<file path="src/rtl/decode_stage_pkg.sv">
// decode_stage_pkg: opcode encodings, the NOP word and immediate helpers.
// The fetch and decode stages both import this package so that they agree
// on what a NOP is and which opcodes exist.
package decode_stage_pkg;

    // addi x0, x0, 0
    localparam logic [31:0] NOP_ENCODING = 32'h00000013;

    typedef enum logic [6:0] {
        OpLoad   = 7'b0000011,
        OpImm    = 7'b0010011,
        OpAuipc  = 7'b0010111,
        OpStore  = 7'b0100011,
        OpReg    = 7'b0110011,
        OpLui    = 7'b0110111,
        OpBranch = 7'b1100011,
        OpJalr   = 7'b1100111,
        OpJal    = 7'b1101111
    } opcode_e;

    typedef enum logic [2:0] {
        ImmNone,
        ImmI,
        ImmS,
        ImmB,
        ImmU,
        ImmJ
    } imm_type_e;

    // Immediate format selected by the opcode; unknown opcodes carry none.
    function automatic imm_type_e imm_type(input logic [6:0] op);
        imm_type_e t;
        t = ImmNone;
        case (op)
            OpLoad, OpImm, OpJalr: t = ImmI;
            OpStore:               t = ImmS;
            OpBranch:              t = ImmB;
            OpLui, OpAuipc:        t = ImmU;
            OpJal:                 t = ImmJ;
            default:               t = ImmNone;
        endcase
        return t;
    endfunction

    // Sign-extended immediate; only bits [31:7] of the word carry immediate data.
    function automatic logic [31:0] imm_value(input logic [31:7] ins, input imm_type_e t);
        logic [31:0] v;
        v = '0;
        case (t)
            ImmI: v = {{20{ins[31]}}, ins[31:20]};
            ImmS: v = {{20{ins[31]}}, ins[31:25], ins[11:7]};
            ImmB: v = {{19{ins[31]}}, ins[31], ins[7], ins[30:25], ins[11:8], 1'b0};
            ImmU: v = {ins[31:12], 12'h000};
            ImmJ: v = {{11{ins[31]}}, ins[31], ins[19:12], ins[20], ins[30:21], 1'b0};
            default: v = '0;
        endcase
        return v;
    endfunction

    // R-type has no immediate but is still a supported opcode.
    function automatic logic opcode_legal(input logic [6:0] op);
        return (imm_type(op) != ImmNone) || (op == OpReg);
    endfunction

endpackage

</file>
<file path="src/rtl/register_file.sv">
// register_file: 32 x 32-bit integer register file.
//   i_clk, i_reset         clock, synchronous active-high reset (clears all entries)
//   i_raddr_a/b, o_rdata_a/b  two combinational read ports; x0 reads as zero
//   i_we, i_waddr, i_wdata    one synchronous write port; writes to x0 are dropped
module register_file (
    input  logic        i_clk,
    input  logic        i_reset,
    input  logic [4:0]  i_raddr_a,
    input  logic [4:0]  i_raddr_b,
    output logic [31:0] o_rdata_a,
    output logic [31:0] o_rdata_b,
    input  logic        i_we,
    input  logic [4:0]  i_waddr,
    input  logic [31:0] i_wdata
);

    logic [31:0] r_regs [32];

    always_ff @(posedge i_clk) begin
        if (i_reset) begin
            for (int i = 0; i < 32; i++) begin
                r_regs[i] <= '0;
            end
        end else if (i_we && (i_waddr != 5'd0)) begin
            r_regs[i_waddr] <= i_wdata;
        end
    end

    assign o_rdata_a = (i_raddr_a == 5'd0) ? 32'h0 : r_regs[i_raddr_a];
    assign o_rdata_b = (i_raddr_b == 5'd0) ? 32'h0 : r_regs[i_raddr_b];

endmodule

</file>
<file path="src/rtl/decode_stage.sv">
// decode_stage: pipeline decode register, field/immediate decode, register
// file read with write-back bypass, and JAL redirect to fetch.
//   clk, reset                       clock, synchronous active-high reset
//   instruction_in, pc_in, fetch_valid  word from fetch
//   stall, flush                     hold / discard the decode register
//   writeback_*                      register-file write port
//   decode_valid, pc_out, opcode, rd, funct3, funct7, rs1_data, rs2_data,
//   immediate, illegal_instruction   decoded outputs
//   branch_address(_enable)          JAL redirect, valid for one cycle
module decode_stage
    import decode_stage_pkg::*;
#(
    parameter logic [31:0] NOP_INSTRUCTION         = 32'h00000013,
    parameter logic [31:0] INITIAL_PROGRAM_COUNTER = 32'h0
) (
    input  logic        clk,
    input  logic        reset,
    input  logic [31:0] instruction_in,
    input  logic [31:0] pc_in,
    input  logic        fetch_valid,
    input  logic        stall,
    input  logic        flush,
    input  logic        writeback_enable,
    input  logic [4:0]  writeback_register,
    input  logic [31:0] writeback_data,
    output logic        decode_valid,
    output logic [31:0] pc_out,
    output logic [6:0]  opcode,
    output logic [4:0]  rd,
    output logic [2:0]  funct3,
    output logic [6:0]  funct7,
    output logic [31:0] rs1_data,
    output logic [31:0] rs2_data,
    output logic [31:0] immediate,
    output logic        illegal_instruction,
    output logic [31:0] branch_address,
    output logic        branch_address_enable
);

    logic [31:0] r_instr;
    logic [31:0] r_pc;
    logic        r_valid;

    logic [4:0]  w_rs1;
    logic [4:0]  w_rs2;
    logic [31:0] w_rf_rs1;
    logic [31:0] w_rf_rs2;
    logic [31:0] w_imm;
    logic        w_branch_en;

    // A taken JAL squashes the wrong-path word arriving on the next edge;
    // w_branch_en already excludes stall and flush.
    always_ff @(posedge clk) begin
        if (reset) begin
            r_instr <= NOP_INSTRUCTION;
            r_pc    <= INITIAL_PROGRAM_COUNTER;
            r_valid <= 1'b0;
        end else if (flush || w_branch_en) begin
            r_instr <= NOP_INSTRUCTION;
            r_valid <= 1'b0;
        end else if (!stall) begin
            r_instr <= instruction_in;
            r_pc    <= pc_in;
            r_valid <= fetch_valid;
        end
    end

    assign opcode = r_instr[6:0];
    assign rd     = r_instr[11:7];
    assign funct3 = r_instr[14:12];
    assign w_rs1  = r_instr[19:15];
    assign w_rs2  = r_instr[24:20];
    assign funct7 = r_instr[31:25];

    assign decode_valid = r_valid;
    assign pc_out       = r_pc;

    assign w_imm     = imm_value(r_instr[31:7], imm_type(r_instr[6:0]));
    assign immediate = w_imm;

    assign illegal_instruction = r_valid && !opcode_legal(r_instr[6:0]);

    register_file u_register_file (
        .i_clk     (clk),
        .i_reset   (reset),
        .i_raddr_a (w_rs1),
        .i_raddr_b (w_rs2),
        .o_rdata_a (w_rf_rs1),
        .o_rdata_b (w_rf_rs2),
        .i_we      (writeback_enable),
        .i_waddr   (writeback_register),
        .i_wdata   (writeback_data)
    );

    // Same-cycle write-back forwarding; x0 is never forwarded.
    always_comb begin
        rs1_data = w_rf_rs1;
        rs2_data = w_rf_rs2;
        if (writeback_enable && (w_rs1 != 5'd0) && (writeback_register == w_rs1)) begin
            rs1_data = writeback_data;
        end
        if (writeback_enable && (w_rs2 != 5'd0) && (writeback_register == w_rs2)) begin
            rs2_data = writeback_data;
        end
    end

    assign w_branch_en = r_valid && (r_instr[6:0] == OpJal) && !stall && !flush;

    assign branch_address_enable = w_branch_en;
    assign branch_address        = w_branch_en ? (r_pc + w_imm) : 32'h0;

endmodule
</file>
<file path="config.mk">
export PLATFORM = sky130hd
export DESIGN_NAME = decode_stage
export DESIGN_NICKNAME = d
export VERILOG_FILES = /design/src/rtl/decode_stage_pkg.sv /design/src/rtl/register_file.sv /design/src/rtl/decode_stage.sv
export SDC_FILE = /design/constraint.sdc
export NUM_CORES = 2
export LEC_CHECK = 0
export ABC_AREA = 1
export CORE_UTILIZATION = 50
export DETAILED_ROUTE_END_ITERATION = 6
export HOLD_SLACK_MARGIN = 0.15
export PLACE_DENSITY_LB_ADDON = 0.1
export SETUP_SLACK_MARGIN = 0.4
export SLEW_MARGIN = 0
export SYNTH_ARGS = -nofsm -noshare
export SYNTH_HDL_FRONTEND = slang
export SYNTH_SLANG_ARGS = --single-unit
</file>
<file path="constraint.sdc">
create_clock -name clk -period 5.85 [get_ports clk]
set_input_delay 1.17 -clock clk [delete_from_list [all_inputs] [get_ports clk]]
set_output_delay 1.17 -clock clk [all_outputs]
set_load 0.01 [all_outputs]
</file>
-- Word level (Yosys, flattened, before mapping)
Memory sizes are Yosys's and may differ from the RTL's. A register that Yosys moved wholly into a read port is not among the register bits.
Cells that the tools add are included.
- flip-flop bits (word level): 65
- bits in writable memories: 1024
- bits of input ports: 107
- output and inout bits: 185
- memories kept: 1
- memories (name ; words ; bits a word ; read ports ; clocked after Yosys merged registers in ; wr ports ; RTL line ; RTL):
    u_register_file.r_regs ; 32 ; 32 ; 2 ; 2 ; 32 ; register_file.sv:17 ; logic [31:0] r_regs [32];
- add/sub/neg operators: 1
- equal/unequal tests: 16
- mux-type cells: 19
- bitwise logic cells: 2
- reductions and logical operators: 25
- operators with widths (cell ; number):
    $mux W32 ; 6
    $pmux W32 S5 ; 1
    $add A32 B32 Y32 ; 1
    $reduce_or A32 Y1 ; 1
    $mux W5 ; 5
    $eq A7 B6 Y1 const B ; 3
    $eq A7 B7 Y1 const B ; 3
    $pmux W3 S5 ; 1
    $reduce_bool A5 Y1 ; 3
    $eq A7 B5 Y1 const B ; 2
    $eq A5 B5 Y1 ; 2
    $logic_not A5 Y1 ; 2
    $logic_and A1 B1 Y1 ; 9
    $eq A7 B2 Y1 const B ; 1
    $eq A3 B2 Y1 const B ; 2
    $eq A3 B3 Y1 const B ; 2
    $mux W1 ; 6
    $reduce_or A2 Y1 ; 2
    $eq A3 B1 Y1 const B ; 1
    $logic_not A1 Y1 ; 3
    $reduce_bool A3 Y1 ; 1
    $reduce_or A3 Y1 ; 1
    $logic_or A1 B1 Y1 ; 2
    $not A1 Y1 ; 2
    $reduce_and A2 Y1 ; 1

-- Longest topological paths before layout
- depth in word-level cells: 7
- mapped depth: 21
- depth with buffers taken out: 21

-- Hierarchy
From an unflattened synthesis, not the netlist that was laid out.
- cells, all modules: 8332
- area, all modules: 62807.7 sq um
- by module, submodules not included (module ; times used ; cells an instance ; area an instance (sq um) ; seq. area each (sq um)):
    register_file ; 1 ; 7252 ; 56525.5 ; 30749.5
    decode_stage ; 1 ; 1080 ; 6282.3 ; 1301.2

-- Worst setup path before layout
OpenSTA, ideal clock, no wires.
- kind: flip-flop to output port
- start point: reg r_instr[5]
- end point: out branch_address[16]
- data arrival time: 2.883 ns
- data required time: 4.680 ns
- slack: 1.797 ns
- stages on the path, launching flop included: 14
- buffers on the path: 0
- cells stage by stage: dfxtp_1 -> or2_2 -> o21ai_0 -> nor2_1 -> o21ai_0 -> ha_1 -> or2_2 -> and2_1 -> nand2_1 -> nand2_1 -> nand2_1 -> nand2_1 -> nand2_1 -> nor3b_1
- word-level cells in the longest chain between the ends: 7
- elaborated cells between the ends (all ways): 22
- those cells by class: 1 x add/sub; 13 x eq/ne; 3 x mux; 5 x reduce/logical
- ends and longest elaborated chain (what ; RTL line ; RTL):
    start, declared ; decode_stage.sv:40 ; logic [31:0] r_instr;
    start signal, assigned ; decode_stage.sv:62 ; r_instr <= instruction_in;
    $eq A7 B2 Y1 (tied with other cells) ; decode_stage_pkg.sv:34 ; case (op)
    $reduce_or A3 Y1 or $reduce_or A2 Y1 (tied branches) ; decode_stage_pkg.sv:34 ;
    $pmux W3 S5 (*) ; decode_stage_pkg.sv:34 ;
    $eq A3 B3 Y1 (tied with other cells) ; decode_stage_pkg.sv:49 ; case (t)
    $pmux W32 S5 (*) ; decode_stage_pkg.sv:49 ;
    named net immediate[3] ; decode_stage.sv:34 ; output logic [31:0] immediate,
    $add A32 B32 Y32 (*) ; decode_stage.sv:110 ; assign branch_address = w_branch_en ? (r_pc + w_imm) : 32'h0;
    $mux W32 (*) ; decode_stage.sv:110 ;
    end, declared ; decode_stage.sv:36 ; output logic [31:0] branch_address,
Mark *: on every way through the listed nets, which the timed path passes. The rest lies on a longest branch.

-- Worst setup path after layout
- start point: reg r_instr[5]
- end point: out branch_address[24]
- word-level cells in the longest chain between the ends: 7
- elaborated cells between the ends (all ways): 22
- those cells by class: 1 x add/sub; 13 x eq/ne; 3 x mux; 5 x reduce/logical
- ends and longest elaborated chain (what ; RTL line):
    $eq A7 B2 Y1 (tied with other cells) ; decode_stage_pkg.sv:34
    $reduce_or A3 Y1 or $reduce_or A2 Y1 (tied branches) ; decode_stage_pkg.sv:34
    $pmux W3 S5 ; decode_stage_pkg.sv:34
    $eq A3 B3 Y1 (tied with other cells) ; decode_stage_pkg.sv:49
    $pmux W32 S5 ; decode_stage_pkg.sv:49
    $add A32 B32 Y32 ; decode_stage.sv:110
    $mux W32 (*) ; decode_stage.sv:110
Mark *: on every way between the ends. The rest lies on a longest branch, timed or not.

==> key figures <==
Floorplan
  • Starting Density: 0.505
  • Die H: about 350 µm
  • Core ar.: 122,000 µm²
  • Die area: 125,000 µm²
  • I/O pins: 292
  • # rows: 128
  • Die X: 353 µm

Final layout
  • FILL cells: 10.9k
  • Share of cells above drive strength 1: 0.0639
  • # nets final: 7,426
  • Fin cells: about 9.0k
  • Area growth from synthesis to layout: 12.7%
  • Diodes inserted: 0

Placed design
  • RePlAce Congestion: 0.936
  • Pre-CTS WS: 638 ps
  • DP HPWL: 136 mm
  • Placed cell count: 8,774
  • IO Port Bufs: around 290

Global routing
  • First-pass GRT wire length: approximately 340 mm
  • Antenna violations before repair: 3
  • GRT Util Overall: 0.366
  • Largest net degree at the start of global routing: 181
  • Total grt overflow: 0
  • Vias in the first global route: 51.5k

Timing
  • Worst clock skew: about 21 ps
  • Final Critical Period: between 5000 and 6000 ps
  • Worst Tran Pin Value: ~1200 ps
  • RSZ-0062 raised after global routing: true
  • Final Max Slew Viols: 0
  • # setup viols final: 0
  • Hold Violations, Final: 0
  • FMAX: 187 MHz
  • Slew margin rel.: 0.169
  • Final worst-path cycle share: 0.913
  • Setup TNS: 0 ps
  • Fin worst setup slack: 510 ps

Clock network
  • Clock-pin slew of the registers on the worst-case setup and hold paths: 60 ps
  • Root Driver: clkbuf_16
  • Sink Count: between 1k and 1.5k
  • Clock latency on the worst-skew pair: 740 ps
  • CTS tree: built
  • H-tree levels: 3
  • TritonCTS Buffers: around 120
  • Clock Tree Buf Depth: 3

Yosys
  • Sequential share of the synthesized area: 0.524
  • Cell variety after synth: 37
  • Syn_area_per_cell: 8.36 µm²
  • Main combinational cell family by area after synthesis: simple AND/OR/NAND/NOR gates
  • Ys flop type: edfxtp_1
  • Post-synth ARST share: 0
  • Mapped Area: a little over 60,000 µm²
  • Synth Area in Compound Gates: 0.163
  • Synthesis-stage register bit count: 1,099
  • Synth Area in Adders: 0.00663
  • Simple-gate share of the synthesized area: 0.210
  • Mux cell area share after synthesis: 0
  • Synth Instances: between 7k and 8k
  • Synth warn: 0
  • Synth Area in XOR/XNOR: 0.000427
  • Post-synth EDFFs: 1,024

Hold path
  • WHS Path Cells: 2
  • Min-delay worst type: flop to flop

Detailed routing
  • WL met3: 28.7 mm
  • Via count: 56.0k
  • Detailed Route WL: 235 mm
  • Top sig layer: met5
  • 1st-pass router iterations: 7
  • M1 wire length: 89.3 mm
  • Vias/cell: 6.22
  • Drt first-iter violations: roughly 8k
  • Remaining DRCs: 0
  • Avg WL per Cell: 26.1 µm
  • Routed wl met2: between 100 and 150 mm
  • ANT nets after route: 0

Setup path
  • Worst-case reg-to-reg path depth: 9
  • Required @ worst endpoint: 4680 ps
  • Crit path max fanout: 6
  • Critical Path AT: about 4200 ps
  • Critical Path Source Type: flop
  • Critical path class: flop to output pin
  • Critical path capture point type: output pin

Pwr
  • PD cells: 271 nW/µm²
  • Pleak: 0.0257 µW
  • VDD IR max: 0.000263 V

Outcome
  • Outcome: finished clean

Flow run
  • Max Cap Viol: 0
## layout make-up
cell class | instances | area, µm² | share of cell area
Clock buffer | 158 | 3300 | 0.0476
Clock inverter | 67 | 470 | 0.00678
Inverter | 712 | 2690 | 0.0388
Multi-Input combinational cell | 4890 | 23900 | 0.344
Sequential cell | 1099 | 32300 | 0.465
Tap cell | 1625 | 2030 | 0.0293
Timing Repair Buffer | 463 | 4710 | 0.0679
## final timing paths
check                            end                     from  slack, ps
max               branch_address[24]  r_instr[5]$_SDFFE_PP0N_        510
min reg2reg  pc_out[29]$_SDFFE_PP0P_  pc_out[29]$_SDFFE_PP0P_        480
min          pc_out[29]$_SDFFE_PP0P_  pc_out[29]$_SDFFE_PP0P_        480
max reg2reg   pc_out[2]$_SDFFE_PP0P_  r_instr[4]$_SDFFE_PP1N_       3230
## sequential cells by signal, summed over array words and instances (netlist names), named ones only
register                count
u_register_file.r_regs   1024
pc_out                     32
r_instr                    32
decode_valid                1
## stage by stage
| stage | utilization | power (µW) | cell area (µm²) | hold slack, ps |
|---|---|---|---|---|
| floorplan | - | 10500 | 61700 | 459 |
| finish | 0.569 | 18800 | 69400 | 482 |
| CTS | 0.568 | 18800 | 69200 | 484 |
| global route | 0.569 | 19300 | 69400 | 506 |
| detailed placement | 0.536 | 11400 | 65300 | 474 |
| global placement | 0.536 | 11400 | 65300 | 462 |
## report_power, final
part	switching (µW)	internal, µW
Combinational	1500	657
Sequential	210	9000
Clock	3280	4130
Total	4990	13800
## cells in the final DEF (no fill, tap or decap), types with 8 or more instances in the layout
cell type / synthesis / final
nand2_2: 0 / 68
clkinv_2: 0 / 23
inv_1: 706 / 700
a21oi_1: 615 / 610
buf_4: 114 / 132
dfxtp_4: 0 / 8
conb_1: 1 / 32
dfxtp_1: 75 / 62
ha_1: 31 / 26
edfxtp_1: 1024 / 1024
clkbuf_1: 341 / 29
buf_12: 0 / 40
clkinv_1: 0 / 29
clkdlybuf4s50_1: 0 / 283
clkbuf_16: 0 / 126
nor2_1: 1076 / 1065
nand3_1: 992 / 991
nor3_1: 22 / 15
nand2_1: 986 / 918
o21ai_0: 569 / 562
nor2_2: 1 / 8
o211ai_1: 524 / 524
## what timing repair did
item | in CTS | in global routing
gates resized for setup | 27 | 32
pin swaps | 1 | 9
hold buffers | 0 | 0
endpoints found under the setup margin | 27 | 23
setup buffers | 7 | 8
gates cloned | 0 | 0
## routing by layer
layer  GRT usage  up-vias
li1            -    25128
met1       0.492    26512
met2       0.568     3684
met3      0.0701      716
met4       0.183        6
met5           0        -
## cell families (layout without fill, tap and decap cells)
| group | Yosys count | in the layout |
|---|---|---|
| DFF | 1099 | 1099 |
| xor gates and xnor gates | 3 | 3 |
| buffers and inverters | 1404 | 1400 |
| other | 1 | 32 |
| adders and majority gates | 32 | 32 |
| and+or+nand+nor | 3096 | 3096 |
| AOI/OAI and AO/OA | 1727 | 1727 |
## critical path, cell delays in order (launching register included)
cell and delay [ps]:
dfxtp_1 350, or2_2 330, o21ai_2 300, nor2_1 160, o21ai_2 240, ha_1 310
or2_2 320, and2_1 220, nand2_1 80, nand2_1 100, nand3_1 120, nand3_1 80
nand2_1 70, inv_1 40, nor2_1 130, clkdlybuf4s50_1 570
## Yosys cell counts, drive strengths merged, types with 2 or more instances
cell type / count / share of area
a21oi: 615 / 0.050
buf: 349 / 0.032
clkbuf: 343 / 0.021
dfxtp: 75 / 0.024
edfxtp: 1024 / 0.50
ha: 31 / 0.0063
inv: 712 / 0.043
nand2: 986 / 0.060
nand3: 993 / 0.081
nand3b: 3 / 0.00037
nand4: 7 / 0.00071
nor2: 1077 / 0.066
nor3: 23 / 0.0020
nor3b: 2 / 0.00024
o2111ai: 4 / 0.00057
o211ai: 524 / 0.064
o21a: 4 / 0.00049
o21ai: 570 / 0.046
o21bai: 6 / 0.00073
o22ai: 2 / 0.00020
or2: 2 / 0.00020
xnor2: 3 / 0.00043
(Power assumes the default switching activity.)
